===== config.mk =====
export PLATFORM = sky130hd
export DESIGN_NAME = rat_control_core_flat
export DESIGN_NICKNAME = d
export VERILOG_FILES = /design/src/rtl/rat_pkg.sv /design/src/rtl/rat_control_core_if.sv /design/src/rtl/rat_alu.sv /design/src/rtl/rat_control_core.sv /design/src/flat_wrapper.sv
export SDC_FILE = /design/constraint.sdc
export NUM_CORES = 1
export LEC_CHECK = 0
export ABC_AREA = 1
export BUFFER_PORTS_ARGS = -buffer_cell sky130_fd_sc_hd__clkbuf_2
export CAP_MARGIN = 15
export CORE_UTILIZATION = 63
export CTS_CLUSTER_SIZE = 40
export DETAILED_ROUTE_END_ITERATION = 7
export PLACE_DENSITY = 0.86
export SLEW_MARGIN = 10
export SYNTH_ARGS = -nofsm -noshare
export SYNTH_HDL_FRONTEND = slang
export SYNTH_SLANG_ARGS = --single-unit

===== constraint.sdc =====
create_clock -name CLK -period 3.4 [get_ports CLK]
set_clock_uncertainty 0.15 [all_clocks]
set_input_delay 0.17 -clock CLK [delete_from_list [all_inputs] [get_ports CLK]]
set_output_delay 0.17 -clock CLK [all_outputs]
set_load 0.01 [all_outputs]

===== src/rtl/rat_pkg.sv =====
// Shared RAT core definitions: opcodes, ALU selects, FSM states and datapath mux codes.
package rat_pkg;

  typedef enum logic [1:0] {ST_INIT, ST_FETCH, ST_EXEC, ST_INTR} state_t;

  typedef enum logic [3:0] {
    ALU_ADD = 4'd0, ALU_ADDC, ALU_SUB, ALU_SUBC, ALU_CMP, ALU_AND, ALU_OR, ALU_EXOR,
    ALU_TEST, ALU_LSL, ALU_LSR, ALU_ROL, ALU_ROR, ALU_ASR, ALU_MOV = 4'd14, ALU_NONE = 4'd15
  } alu_sel_t;

  // Register forms, full 7-bit opcode {HI_5, LOW_2}
  localparam logic [6:0] OP_AND = 7'b0000000, OP_OR = 7'b0000001, OP_EXOR = 7'b0000010,
    OP_TEST = 7'b0000011, OP_ADD = 7'b0000100, OP_ADDC = 7'b0000101, OP_SUB = 7'b0000110,
    OP_SUBC = 7'b0000111, OP_CMP = 7'b0001000, OP_MOV = 7'b0001001, OP_LD = 7'b0001010,
    OP_ST = 7'b0001011, OP_BRN = 7'b0010000, OP_CALL = 7'b0010001, OP_BREQ = 7'b0010010,
    OP_BRNE = 7'b0010011, OP_BRCS = 7'b0010100, OP_BRCC = 7'b0010101, OP_LSL = 7'b0100000,
    OP_LSR = 7'b0100001, OP_ROL = 7'b0100010, OP_ROR = 7'b0100011, OP_ASR = 7'b0100100,
    OP_PUSH = 7'b0100101, OP_POP = 7'b0100110, OP_WSP = 7'b0101000, OP_CLC = 7'b0110000,
    OP_SEC = 7'b0110001, OP_RET = 7'b0110010, OP_SEI = 7'b0110100, OP_CLI = 7'b0110101,
    OP_RETID = 7'b0110110, OP_RETIE = 7'b0110111;

  // Immediate forms, decoded on HI_5 only
  localparam logic [4:0] OPI_AND = 5'b10000, OPI_OR = 5'b10001, OPI_EXOR = 5'b10010,
    OPI_TEST = 5'b10011, OPI_ADD = 5'b10100, OPI_ADDC = 5'b10101, OPI_SUB = 5'b10110,
    OPI_SUBC = 5'b10111, OPI_CMP = 5'b11000, OPI_IN = 5'b11001, OPI_OUT = 5'b11010,
    OPI_MOV = 5'b11011, OPI_LD = 5'b11100, OPI_ST = 5'b11101;

  localparam logic [1:0] PC_SEL_IMM = 2'd0, PC_SEL_SCR = 2'd1, PC_SEL_VEC = 2'd2;
  localparam logic [1:0] RF_SEL_ALU = 2'd0, RF_SEL_SCR = 2'd1, RF_SEL_IN = 2'd3;
  localparam logic [1:0] SCR_A_DY = 2'd0, SCR_A_IMM = 2'd1, SCR_A_SP = 2'd2, SCR_A_SPM1 = 2'd3;
  localparam logic SCR_D_DX = 1'b0, SCR_D_PC = 1'b1;

  function automatic alu_sel_t alu_decode(input logic [4:0] hi5, input logic [1:0] lo2);
    alu_sel_t sel;
    sel = ALU_NONE;
    if (hi5[4]) begin
      case (hi5)
        OPI_AND:  sel = ALU_AND;
        OPI_OR:   sel = ALU_OR;
        OPI_EXOR: sel = ALU_EXOR;
        OPI_TEST: sel = ALU_TEST;
        OPI_ADD:  sel = ALU_ADD;
        OPI_ADDC: sel = ALU_ADDC;
        OPI_SUB:  sel = ALU_SUB;
        OPI_SUBC: sel = ALU_SUBC;
        OPI_CMP:  sel = ALU_CMP;
        OPI_MOV:  sel = ALU_MOV;
        default:  sel = ALU_NONE;
      endcase
    end else begin
      case ({hi5, lo2})
        OP_AND:  sel = ALU_AND;
        OP_OR:   sel = ALU_OR;
        OP_EXOR: sel = ALU_EXOR;
        OP_TEST: sel = ALU_TEST;
        OP_ADD:  sel = ALU_ADD;
        OP_ADDC: sel = ALU_ADDC;
        OP_SUB:  sel = ALU_SUB;
        OP_SUBC: sel = ALU_SUBC;
        OP_CMP:  sel = ALU_CMP;
        OP_MOV:  sel = ALU_MOV;
        OP_LSL:  sel = ALU_LSL;
        OP_LSR:  sel = ALU_LSR;
        OP_ROL:  sel = ALU_ROL;
        OP_ROR:  sel = ALU_ROR;
        OP_ASR:  sel = ALU_ASR;
        default: sel = ALU_NONE;
      endcase
    end
    return sel;
  endfunction

endpackage


===== src/rtl/rat_control_core_if.sv =====
// Instruction/flag inputs, ALU operands and all control strobes of the RAT core.
interface rat_control_core_if;
  logic [4:0] OPCODE_HI_5;
  logic [1:0] OPCODE_LOW_2;
  logic       INT, C_FLAG, Z_FLAG;
  logic [7:0] A, B, RESULT;
  logic       C, Z, PC_LD, PC_INC, ALU_OPY_SEL, RF_WR;
  logic [1:0] PC_MUX_SEL, RF_WR_SEL, SCR_ADDR_SEL;
  logic       FLG_C_SET, FLG_C_CLR, FLG_C_LD, FLG_Z_LD, FLG_LD_SEL, FLG_SHAD_LD;
  logic       SP_LD, SP_INCR, SP_DECR, SCR_WE, SCR_DATA_SEL, RST, IO_STRB, I_OUT;

  modport master (
    input  OPCODE_HI_5, OPCODE_LOW_2, INT, C_FLAG, Z_FLAG, A, B,
    output RESULT, C, Z, PC_LD, PC_INC, PC_MUX_SEL, ALU_OPY_SEL, RF_WR, RF_WR_SEL,
           FLG_C_SET, FLG_C_CLR, FLG_C_LD, FLG_Z_LD, FLG_LD_SEL, FLG_SHAD_LD,
           SP_LD, SP_INCR, SP_DECR, SCR_WE, SCR_ADDR_SEL, SCR_DATA_SEL, RST, IO_STRB, I_OUT
  );

  modport slave (
    output OPCODE_HI_5, OPCODE_LOW_2, INT, C_FLAG, Z_FLAG, A, B,
    input  RESULT, C, Z, PC_LD, PC_INC, PC_MUX_SEL, ALU_OPY_SEL, RF_WR, RF_WR_SEL,
           FLG_C_SET, FLG_C_CLR, FLG_C_LD, FLG_Z_LD, FLG_LD_SEL, FLG_SHAD_LD,
           SP_LD, SP_INCR, SP_DECR, SCR_WE, SCR_ADDR_SEL, SCR_DATA_SEL, RST, IO_STRB, I_OUT
  );
endinterface


===== src/rtl/rat_alu.sv =====
// Combinational 8-bit ALU; subtract forms report borrow on carry-out.
module rat_alu
  import rat_pkg::*;
(
  input  alu_sel_t   sel_i,
  input  logic [7:0] a_i,
  input  logic [7:0] b_i,
  input  logic       cin_i,
  output logic [7:0] result_o,
  output logic       c_o,
  output logic       z_o
);

  always_comb begin
    result_o = 8'h00;
    c_o      = 1'b0;
    case (sel_i)
      ALU_ADD:           {c_o, result_o} = {1'b0, a_i} + {1'b0, b_i};
      ALU_ADDC:          {c_o, result_o} = {1'b0, a_i} + {1'b0, b_i} + {8'h00, cin_i};
      ALU_SUB, ALU_CMP:  {c_o, result_o} = {1'b0, a_i} - {1'b0, b_i};
      ALU_SUBC:          {c_o, result_o} = {1'b0, a_i} - {1'b0, b_i} - {8'h00, cin_i};
      ALU_AND, ALU_TEST: result_o = a_i & b_i;
      ALU_OR:            result_o = a_i | b_i;
      ALU_EXOR:          result_o = a_i ^ b_i;
      ALU_LSL:           {c_o, result_o} = {a_i, cin_i};
      ALU_LSR:           {result_o, c_o} = {cin_i, a_i};
      ALU_ROL:           begin result_o = {a_i[6:0], a_i[7]}; c_o = a_i[7]; end
      ALU_ROR:           begin result_o = {a_i[0], a_i[7:1]}; c_o = a_i[0]; end
      ALU_ASR:           begin result_o = {a_i[7], a_i[7:1]}; c_o = a_i[0]; end
      ALU_MOV:           result_o = b_i;
      default:           result_o = 8'h00;
    endcase
  end

  assign z_o = (result_o == 8'h00);

endmodule


===== src/rtl/rat_control_core.sv =====
// RAT MCU control core: instruction sequencing FSM, interrupt-enable bit and ALU.
//   state    | meaning
//   ST_INIT  | datapath reset (RST) for one cycle after reset release
//   ST_FETCH | PC increment while the instruction register loads
//   ST_EXEC  | decode and execute the current opcode
//   ST_INTR  | vector to 0x3FF, push PC, shadow flags, disable interrupts
module rat_control_core
  import rat_pkg::*;
(
  input  logic               CLK,
  input  logic               RESET,
  rat_control_core_if.master bus
);

  state_t     state_q;
  logic       i_q, i_set, i_clr;
  logic [6:0] op7;

  assign op7       = {bus.OPCODE_HI_5, bus.OPCODE_LOW_2};
  assign bus.I_OUT = i_q;

  rat_alu u_alu (
    .sel_i   (alu_decode(bus.OPCODE_HI_5, bus.OPCODE_LOW_2)),
    .a_i     (bus.A),
    .b_i     (bus.B),
    .cin_i   (bus.C_FLAG),
    .result_o(bus.RESULT),
    .c_o     (bus.C),
    .z_o     (bus.Z)
  );

  // Interrupt decision uses i_q before this EXEC's SEI/CLI lands.
  always_ff @(posedge CLK or negedge RESET) begin
    if (!RESET) begin
      state_q <= ST_INIT;
      i_q     <= 1'b0;
    end else begin
      case (state_q)
        ST_INIT:  state_q <= ST_FETCH;
        ST_FETCH: state_q <= ST_EXEC;
        ST_EXEC:  state_q <= (bus.INT && i_q) ? ST_INTR : ST_FETCH;
        default:  state_q <= ST_FETCH;
      endcase
      if (i_clr)      i_q <= 1'b0;
      else if (i_set) i_q <= 1'b1;
    end
  end

  always_comb begin
    bus.PC_LD = 1'b0;      bus.PC_INC = 1'b0;      bus.PC_MUX_SEL = PC_SEL_IMM;
    bus.ALU_OPY_SEL = 1'b0; bus.RF_WR = 1'b0;      bus.RF_WR_SEL = RF_SEL_ALU;
    bus.FLG_C_SET = 1'b0;  bus.FLG_C_CLR = 1'b0;   bus.FLG_C_LD = 1'b0;
    bus.FLG_Z_LD = 1'b0;   bus.FLG_LD_SEL = 1'b0;  bus.FLG_SHAD_LD = 1'b0;
    bus.SP_LD = 1'b0;      bus.SP_INCR = 1'b0;     bus.SP_DECR = 1'b0;
    bus.SCR_WE = 1'b0;     bus.SCR_ADDR_SEL = SCR_A_DY; bus.SCR_DATA_SEL = SCR_D_DX;
    bus.RST = 1'b0;        bus.IO_STRB = 1'b0;
    i_set = 1'b0;          i_clr = 1'b0;

    case (state_q)
      ST_INIT:  bus.RST = 1'b1;
      ST_FETCH: bus.PC_INC = 1'b1;
      ST_INTR: begin
        bus.PC_LD = 1'b1; bus.PC_MUX_SEL = PC_SEL_VEC;
        bus.SCR_WE = 1'b1; bus.SCR_DATA_SEL = SCR_D_PC; bus.SCR_ADDR_SEL = SCR_A_SPM1;
        bus.SP_DECR = 1'b1; bus.FLG_SHAD_LD = 1'b1; i_clr = 1'b1;
      end
      default: begin
        if (bus.OPCODE_HI_5[4]) begin
          case (bus.OPCODE_HI_5)
            OPI_AND, OPI_OR, OPI_EXOR, OPI_ADD, OPI_ADDC, OPI_SUB, OPI_SUBC: begin
              bus.ALU_OPY_SEL = 1'b1; bus.RF_WR = 1'b1; bus.FLG_C_LD = 1'b1; bus.FLG_Z_LD = 1'b1;
            end
            OPI_TEST, OPI_CMP: begin
              bus.ALU_OPY_SEL = 1'b1; bus.FLG_C_LD = 1'b1; bus.FLG_Z_LD = 1'b1;
            end
            OPI_MOV: begin bus.ALU_OPY_SEL = 1'b1; bus.RF_WR = 1'b1; end
            OPI_IN:  begin bus.RF_WR = 1'b1; bus.RF_WR_SEL = RF_SEL_IN; end
            OPI_OUT: bus.IO_STRB = 1'b1;
            OPI_LD: begin
              bus.RF_WR = 1'b1; bus.RF_WR_SEL = RF_SEL_SCR; bus.SCR_ADDR_SEL = SCR_A_IMM;
            end
            OPI_ST:  begin bus.SCR_WE = 1'b1; bus.SCR_ADDR_SEL = SCR_A_IMM; end
            default: ;
          endcase
        end else begin
          case (op7)
            OP_AND, OP_OR, OP_EXOR, OP_ADD, OP_ADDC, OP_SUB, OP_SUBC,
            OP_LSL, OP_LSR, OP_ROL, OP_ROR, OP_ASR: begin
              bus.RF_WR = 1'b1; bus.FLG_C_LD = 1'b1; bus.FLG_Z_LD = 1'b1;
            end
            OP_TEST, OP_CMP: begin bus.FLG_C_LD = 1'b1; bus.FLG_Z_LD = 1'b1; end
            OP_MOV:  bus.RF_WR = 1'b1;
            OP_LD:   begin bus.RF_WR = 1'b1; bus.RF_WR_SEL = RF_SEL_SCR; end
            OP_ST:   bus.SCR_WE = 1'b1;
            OP_BRN:  bus.PC_LD = 1'b1;
            OP_BREQ: bus.PC_LD = bus.Z_FLAG;
            OP_BRNE: bus.PC_LD = !bus.Z_FLAG;
            OP_BRCS: bus.PC_LD = bus.C_FLAG;
            OP_BRCC: bus.PC_LD = !bus.C_FLAG;
            OP_CALL: begin
              bus.PC_LD = 1'b1; bus.SCR_WE = 1'b1; bus.SCR_DATA_SEL = SCR_D_PC;
              bus.SCR_ADDR_SEL = SCR_A_SPM1; bus.SP_DECR = 1'b1;
            end
            OP_PUSH: begin bus.SCR_WE = 1'b1; bus.SCR_ADDR_SEL = SCR_A_SPM1; bus.SP_DECR = 1'b1; end
            OP_POP: begin
              bus.RF_WR = 1'b1; bus.RF_WR_SEL = RF_SEL_SCR;
              bus.SCR_ADDR_SEL = SCR_A_SP; bus.SP_INCR = 1'b1;
            end
            OP_WSP:  bus.SP_LD = 1'b1;
            OP_CLC:  bus.FLG_C_CLR = 1'b1;
            OP_SEC:  bus.FLG_C_SET = 1'b1;
            OP_SEI:  i_set = 1'b1;
            OP_CLI:  i_clr = 1'b1;
            OP_RET, OP_RETID, OP_RETIE: begin
              bus.PC_LD = 1'b1; bus.PC_MUX_SEL = PC_SEL_SCR;
              bus.SCR_ADDR_SEL = SCR_A_SP; bus.SP_INCR = 1'b1;
              if (op7 != OP_RET) begin
                bus.FLG_LD_SEL = 1'b1; bus.FLG_C_LD = 1'b1; bus.FLG_Z_LD = 1'b1;
                i_set = (op7 == OP_RETIE);
                i_clr = (op7 == OP_RETID);
              end
            end
            default: ;
          endcase
        end
      end
    endcase
  end

endmodule


===== src/flat_wrapper.sv =====
// flat-port wrapper written by rule: the top's interface ports become plain ports
module rat_control_core_flat import rat_pkg::*;
  (CLK, RESET, bus_OPCODE_HI_5, bus_OPCODE_LOW_2, bus_INT, bus_C_FLAG, bus_Z_FLAG, bus_A, bus_B, bus_RESULT, bus_C, bus_Z, bus_PC_LD, bus_PC_INC, bus_PC_MUX_SEL, bus_ALU_OPY_SEL, bus_RF_WR, bus_RF_WR_SEL, bus_FLG_C_SET, bus_FLG_C_CLR, bus_FLG_C_LD, bus_FLG_Z_LD, bus_FLG_LD_SEL, bus_FLG_SHAD_LD, bus_SP_LD, bus_SP_INCR, bus_SP_DECR, bus_SCR_WE, bus_SCR_ADDR_SEL, bus_SCR_DATA_SEL, bus_RST, bus_IO_STRB, bus_I_OUT);
  rat_control_core_if bus_i ();
  input  logic CLK;
  input  logic RESET;
  input wire logic [$bits(bus_i.OPCODE_HI_5)-1:0] bus_OPCODE_HI_5;
  input wire logic [$bits(bus_i.OPCODE_LOW_2)-1:0] bus_OPCODE_LOW_2;
  input wire logic [$bits(bus_i.INT)-1:0] bus_INT;
  input wire logic [$bits(bus_i.C_FLAG)-1:0] bus_C_FLAG;
  input wire logic [$bits(bus_i.Z_FLAG)-1:0] bus_Z_FLAG;
  input wire logic [$bits(bus_i.A)-1:0] bus_A;
  input wire logic [$bits(bus_i.B)-1:0] bus_B;
  output wire logic [$bits(bus_i.RESULT)-1:0] bus_RESULT;
  output wire logic [$bits(bus_i.C)-1:0] bus_C;
  output wire logic [$bits(bus_i.Z)-1:0] bus_Z;
  output wire logic [$bits(bus_i.PC_LD)-1:0] bus_PC_LD;
  output wire logic [$bits(bus_i.PC_INC)-1:0] bus_PC_INC;
  output wire logic [$bits(bus_i.PC_MUX_SEL)-1:0] bus_PC_MUX_SEL;
  output wire logic [$bits(bus_i.ALU_OPY_SEL)-1:0] bus_ALU_OPY_SEL;
  output wire logic [$bits(bus_i.RF_WR)-1:0] bus_RF_WR;
  output wire logic [$bits(bus_i.RF_WR_SEL)-1:0] bus_RF_WR_SEL;
  output wire logic [$bits(bus_i.FLG_C_SET)-1:0] bus_FLG_C_SET;
  output wire logic [$bits(bus_i.FLG_C_CLR)-1:0] bus_FLG_C_CLR;
  output wire logic [$bits(bus_i.FLG_C_LD)-1:0] bus_FLG_C_LD;
  output wire logic [$bits(bus_i.FLG_Z_LD)-1:0] bus_FLG_Z_LD;
  output wire logic [$bits(bus_i.FLG_LD_SEL)-1:0] bus_FLG_LD_SEL;
  output wire logic [$bits(bus_i.FLG_SHAD_LD)-1:0] bus_FLG_SHAD_LD;
  output wire logic [$bits(bus_i.SP_LD)-1:0] bus_SP_LD;
  output wire logic [$bits(bus_i.SP_INCR)-1:0] bus_SP_INCR;
  output wire logic [$bits(bus_i.SP_DECR)-1:0] bus_SP_DECR;
  output wire logic [$bits(bus_i.SCR_WE)-1:0] bus_SCR_WE;
  output wire logic [$bits(bus_i.SCR_ADDR_SEL)-1:0] bus_SCR_ADDR_SEL;
  output wire logic [$bits(bus_i.SCR_DATA_SEL)-1:0] bus_SCR_DATA_SEL;
  output wire logic [$bits(bus_i.RST)-1:0] bus_RST;
  output wire logic [$bits(bus_i.IO_STRB)-1:0] bus_IO_STRB;
  output wire logic [$bits(bus_i.I_OUT)-1:0] bus_I_OUT;
  assign bus_i.OPCODE_HI_5 = bus_OPCODE_HI_5;
  assign bus_i.OPCODE_LOW_2 = bus_OPCODE_LOW_2;
  assign bus_i.INT = bus_INT;
  assign bus_i.C_FLAG = bus_C_FLAG;
  assign bus_i.Z_FLAG = bus_Z_FLAG;
  assign bus_i.A = bus_A;
  assign bus_i.B = bus_B;
  assign bus_RESULT = bus_i.RESULT;
  assign bus_C = bus_i.C;
  assign bus_Z = bus_i.Z;
  assign bus_PC_LD = bus_i.PC_LD;
  assign bus_PC_INC = bus_i.PC_INC;
  assign bus_PC_MUX_SEL = bus_i.PC_MUX_SEL;
  assign bus_ALU_OPY_SEL = bus_i.ALU_OPY_SEL;
  assign bus_RF_WR = bus_i.RF_WR;
  assign bus_RF_WR_SEL = bus_i.RF_WR_SEL;
  assign bus_FLG_C_SET = bus_i.FLG_C_SET;
  assign bus_FLG_C_CLR = bus_i.FLG_C_CLR;
  assign bus_FLG_C_LD = bus_i.FLG_C_LD;
  assign bus_FLG_Z_LD = bus_i.FLG_Z_LD;
  assign bus_FLG_LD_SEL = bus_i.FLG_LD_SEL;
  assign bus_FLG_SHAD_LD = bus_i.FLG_SHAD_LD;
  assign bus_SP_LD = bus_i.SP_LD;
  assign bus_SP_INCR = bus_i.SP_INCR;
  assign bus_SP_DECR = bus_i.SP_DECR;
  assign bus_SCR_WE = bus_i.SCR_WE;
  assign bus_SCR_ADDR_SEL = bus_i.SCR_ADDR_SEL;
  assign bus_SCR_DATA_SEL = bus_i.SCR_DATA_SEL;
  assign bus_RST = bus_i.RST;
  assign bus_IO_STRB = bus_i.IO_STRB;
  assign bus_I_OUT = bus_i.I_OUT;
  rat_control_core u_core (.CLK(CLK), .RESET(RESET), .bus(bus_i));
endmodule

Yosys cells after proc, flatten, opt, wreduce, memory -nomap -nowiden
Memory sizes are Yosys's and may differ from the RTL's.
Index checks and enable logic that the tools add are counted.
{"block": "word_totals", "memories": 2, "output_inout_bits": 34, "register_bits": 3, "romBits": 384}
{"name": "(name not given)", "words": 64, "word_bits": 4, "read_ports": 1, "rd_ports_with_merged_regs": 0, "write_ports": 0, "line_no": "rat_pkg.sv:51", "text": "case ({hi5, lo2})"}
{"name": "(name not given)", "words": 32, "word_bits": 4, "read_ports": 1, "rd_ports_with_merged_regs": 0, "write_ports": 0, "line_no": "rat_pkg.sv:37", "text": "case (hi5)"}
{"block": "op_classes", "bitwise_logic": 3, "add_sub_neg": 4, "reduce_logical": 26, "eq_ne": 64, "mux": 72}
{"cell": "$eq 7x6->1 const B", "count": 15}
{"cell": "$pmux 8 s13", "count": 1}
{"cell": "$eq 5x5->1 const B", "count": 14}
{"cell": "$mux 1", "count": 50}
{"cell": "$eq 7x5->1 const B", "count": 6}
{"cell": "$eq 4x4->1 const B", "count": 7}
{"cell": "$eq 7x3->1 const B", "count": 4}
{"cell": "$eq 7x4->1 const B", "count": 4}
{"cell": "$pmux 2 s2", "count": 5}
{"cell": "$reduce_or 10->1", "count": 2}
{"cell": "$eq 4x3->1 const B", "count": 4}
{"cell": "$pmux 1 s2", "count": 8}
{"cell": "$reduce_or 15->1", "count": 1}
{"cell": "$eq 7x2->1 const B", "count": 2}
{"cell": "$reduce_or 14->1", "count": 1}
{"cell": "$reduce_or 2->1", "count": 7}
{"cell": "$reduce_or 3->1", "count": 4}
{"cell": "$mux 2", "count": 5}
{"cell": "$add 8x8->9", "count": 1}
{"cell": "$add 9x1->9", "count": 1}
{"cell": "$reduce_or 9->1", "count": 1}
{"cell": "$sub 8x8->9", "count": 1}
{"cell": "$sub 9x1->9", "count": 1}
{"cell": "$and 8x8->8", "count": 1}
{"cell": "other kinds (20)", "count": 23}

Logic depth before layout (Yosys ltp)
{"block": "depth", "depth_word": 7, "ltp_mapped": 20}

Cells and area by module
Synthesis repeated with hierarchy kept, for this count alone.
{"block": "hier_totals", "hier_cells": 650, "hier_area_um2": 3362.0}
{"module": "rat_alu", "cells_each": 420, "n_inst": 1, "area_per_inst_um2": 2125.8}
{"module": "rat_control_core", "cells_each": 230, "n_inst": 1, "area_per_inst_um2": 1236.2}

Worst setup path before layout
No wires, ideal clock.
{"block": "synth_timing", "kind": "input -> output", "start": "in bus_A[0]", "end": "out bus_Z", "t_arrival_ns": 2.103, "cell_stages": 16, "path_slack_ns": 0.977, "required_time_ns": 3.080, "path_cell_list": "inv_1 ha_1 fa_1 ha_1 inv_1 nor2_1 nand3_1 nor2_1 nand2_1 nand2_1 o21ai_1 nand2_1 nand3_1 nor2_1 nand3_1 nor2_1"}
{"block": "synth_via", "elab_chain_cells": 4}
{"element": "start: declaration", "line_no": "flat_wrapper.sv:12", "text": "input wire logic [$bits(bus_i.A)-1:0] bus_A;"}
{"element": "$sub 8x8->9 / $add 8x8->9 (equally long branches)"}
{"element": "$sub 9x1->9 / $add 9x1->9 (equally long branches)", "line_no": "rat_alu.sv:21, rat_alu.sv:19"}
{"element": "$pmux 8 s13 (*)", "line_no": "rat_alu.sv:17", "text": "case (sel_i)"}
{"element": "$logic_not 8->1 (*)", "line_no": "rat_alu.sv:35", "text": "assign z_o = (result_o == 8'h00);"}
{"element": "end: declaration", "line_no": "flat_wrapper.sv:16", "text": "output wire logic [$bits(bus_i.Z)-1:0] bus_Z;"}
Every way passes the cells marked *; elsewhere a longest branch is shown, timed or not.

Worst setup path after layout
{"block": "layout_timing", "start": "in bus_B[2]", "end": "out bus_Z"}
{"block": "layout_via", "elab_chain_cells": 4}
{"element": "start: declaration", "line_no": "flat_wrapper.sv:13", "text": "input wire logic [$bits(bus_i.B)-1:0] bus_B;"}
{"element": "$sub 8x8->9 / $add 8x8->9 (equally long branches)"}
{"element": "$sub 9x1->9 / $add 9x1->9 (equally long branches)", "line_no": "rat_alu.sv:21, rat_alu.sv:19"}
{"element": "$pmux 8 s13 (*)", "line_no": "rat_alu.sv:17"}
{"element": "$logic_not 8->1 (*)", "line_no": "rat_alu.sv:35"}
Marks and branches as above.

==> reports/results.txt <==
Num CTS Buffers: 3
CP Capture Type: output port
Clock Path Buffers: 2
First-pass GRT wire length: 15.4 mm
GR Layer Usage met2: 57.4%
Synth warn: 0
Final setup TNS: 0 ns
Placed cell areas: 0.00354 sq mm
CP max stage cell: ha_1
Reg2reg start: u_core.state_q[0]
Slew margin rel.: 69.0%
Ant diodes: 0
Area Growth Syn to Fin: 10.7%
Core Util, Final: 74.1%
Pint: 0.332 mW
Switch share: 57.5%
WP data required: 3.08 ns
CTS tree: yes
Cell count of the worst reg-to-reg path: 7
Sequential power share: 6.9%
Max Clk Rate: 0.327 GHz
Post-synthesis sequential area ratio: 2.31%
1st-iter DRT viols: 446
Buffers on Ports: 61
FP Rows: 25
TritonRoute pass-1 iters: 8
Data arrival, critical path: 2.74 ns
H-tree depth: 1
Status: finished clean
Ys flop type: dfrtp_1
Period utilisation layout: 90.0%
Ys async rst share: 100%
Max_cap viols: 0
Leakage: 2.13 nW
Die Span Y: 73.8 um
Via count of the first global-routing pass: 3,481
Starting density of the core: 67.0%
Minimum clock period: 3.06 ns
Worst Tran Pin Value: 0.464 ns
Pins over their slew limit: 0
CP startpoint kind: input pin
Dpl hpwl: 7.97 mm
Syn Inst Count: 603
Total Routing Usage GR: 35.7%
Post-synthesis cell area: 0.00325 sq mm
Clock Sinks: 3
Critical path peak fanout: 6
Worst-skew pair later-pin latency: 0.22 ns
Clock-pin slew on the worst setup and hold paths: 0.03 ns
CP delay by family, top: simple AND/OR/NAND/NOR gates
Worst reg-to-reg setup slack: 1.49 ns
Final nets: 731
Crit-path cells: clkbuf_2 -> inv_1 -> ha_1 -> inv_1 -> a21oi_1 -> nand2_1 -> nand2_1 -> nand3_1 -> nor2_1 -> nand2_1 -> nand2_1 -> nor2_1 -> nor2_1 -> nand3_1 -> nor2_1 -> nand3_1 -> nor2_1 -> clkbuf_2
Non-filler cells, final: 722
Crit path largest cell delay: 0.41 ns
IO Pins: 62
Vias after detailed routing: 4,111
GRT busiest layer: met2
Worst Path Buf+Inv: 4
GRT met3 Usage: 4.25%
Combinational share of power: 79.2%
Max VDD drop: 299 uV
Antenna Nets Post-Route: 0
Final setup vio count: 0
Unrepaired setup endpoints after global routing: no
Design area: 0.00359 sq mm
Clock root buffer: clkbuf_8
NetSw: 0.449 mW
CP Class: input pin to output port
Area of the core: 0.00485 sq mm
Synth cell types: 40
GRT met1 Usage: 51.1%
Gpl congestion: 1.05
Total gr overflow: 0
Die Wd: 73.8 um
Layout cell share with drive strength beyond 1: 16.2%
DR vias/cell: 5.69
Wirelength per Cell: 13.6 um
Crit path launch: bus_B[2]
Final Hold Fails: 0
Worst Hold Class: input pin to asynchronous set/reset pin
Die area: 0.00545 sq mm
Initial antenna violation count: 0
# DRC: 0
Largest net degree at the start of global routing: 21
Fin Hold WS: 0.140 ns
Syn_nets: 678
Placed insts: 717
Flop and latch count out of synthesis: 3
Top cell by count, worst path: nor2_1
Drt total wl: 9.79 mm
Postcts setup bufs: 0
Avg Inst Size Synth: 5.39 sq um
Fillers: 440
Pwr dens: 217 mW/mm^2
Clock power share: 13.9%
Number of synthesized flops with an enable pin: 0
Instance count on the critical path: 18
==> worst paths after layout <==
check                                         end
worst min register to register   u_core.bus.I_OUT
worst max-delay path                        bus_Z
min in group CLK                u_core.state_q[1]
max in group asynchronous       u_core.state_q[1]
worst min-delay path            u_core.state_q[0]
worst max register to register   u_core.bus.I_OUT
==> area by class of cell <==
type / count / area, sq um / share of cell area [%]
Timing Repair Buffer: 62 / 315 / 8.77
Sequential cell: 3 / 75.1 / 2.09
Tap cell: 67 / 83.8 / 2.33
Inverter: 94 / 363 / 10.1
Multi-Input combinational cell: 492 / 2710 / 75.5
Clock buffer: 4 / 45.0 / 1.25
==> what timing repair did <==
action                    in CTS  in global routing
resized for setup              0                  0
hold buffers                   1                  0
hold endpoints to repair       3                  0
==> flip-flops by register name, summed over array words and instances (netlist names) <==
| name | flops |
|---|---|
| u_core.bus.I_OUT | 1 |
| u_core.state_q | 2 |
==> stage by stage <==
step | setup slack [ns] | power [mW]
floorplan | 0.977 | 0.481
global route | 0.141 | 0.845
CTS | 0.441 | 0.768
global placement | 0.502 | 0.640
detailed placement | 0.441 | 0.656
finish | 0.340 | 0.781
==> Yosys cell counts, types with 7 or more instances <==
cell | n | area, sq um
inv_1 | 85 | 319
ha_1 | 45 | 563
nor3_1 | 11 | 55.1
nand2_1 | 191 | 717
o21ai_0 | 26 | 130
nand4_1 | 10 | 62.6
nand3_1 | 58 | 290
nand2_2 | 10 | 62.6
a21oi_1 | 20 | 100
nor2_1 | 65 | 244
inv_2 | 7 | 26.3
==> placed cells by master (no fill, tap or decap), types with 2 or more instances in the layout <==
cell      count
nand3_2       4
a31oi_1       6
inv_1        85
a22oi_1       2
inv_6         2
clkbuf_8      3
nand2_2      10
nor4_1        2
dfrtp_1       3
xor2_1        6
nand2_4       6
nand3b_1      2
inv_2         7
clkbuf_2     61
ha_1         45
nor3_1       11
a21oi_1      20
nand3_1      58
xnor2_1       2
nor2_4        5
nor2_1       65
nand2_1     191
o21a_1        3
nand4_1      10
fa_1          2
o21ai_0      26
nor2_2        6
==> layer usage <==
layer / up-vias / share of wire, %
li1: 2018 / -
met1: 1828 / 44
met4: 0 / 1.5
met5: - / 0
met3: 21 / 11
met2: 244 / 44
==> power groups by stage <==
| stage | clock network (mW) | logic [mW] | registers (mW) |
|---|---|---|---|
| floorplan | 0 | 0.426 | 0.0544 |
| CTS | 0.109 | 0.605 | 0.0543 |
| finish | 0.108 | 0.618 | 0.0540 |
| global route | 0.111 | 0.679 | 0.0551 |
| detailed placement | 0 | 0.602 | 0.0546 |
| global placement | 0 | 0.586 | 0.0534 |
==> cell families after synthesis <==
kind of cell,synth area share [%]
flops,2.31
compound gates,10.7
buf+inv,14.2
simple gates,52.0
xor+xnor,2.16
fa+ha+maj,18.6
Power figures use the tool's default switching activity.
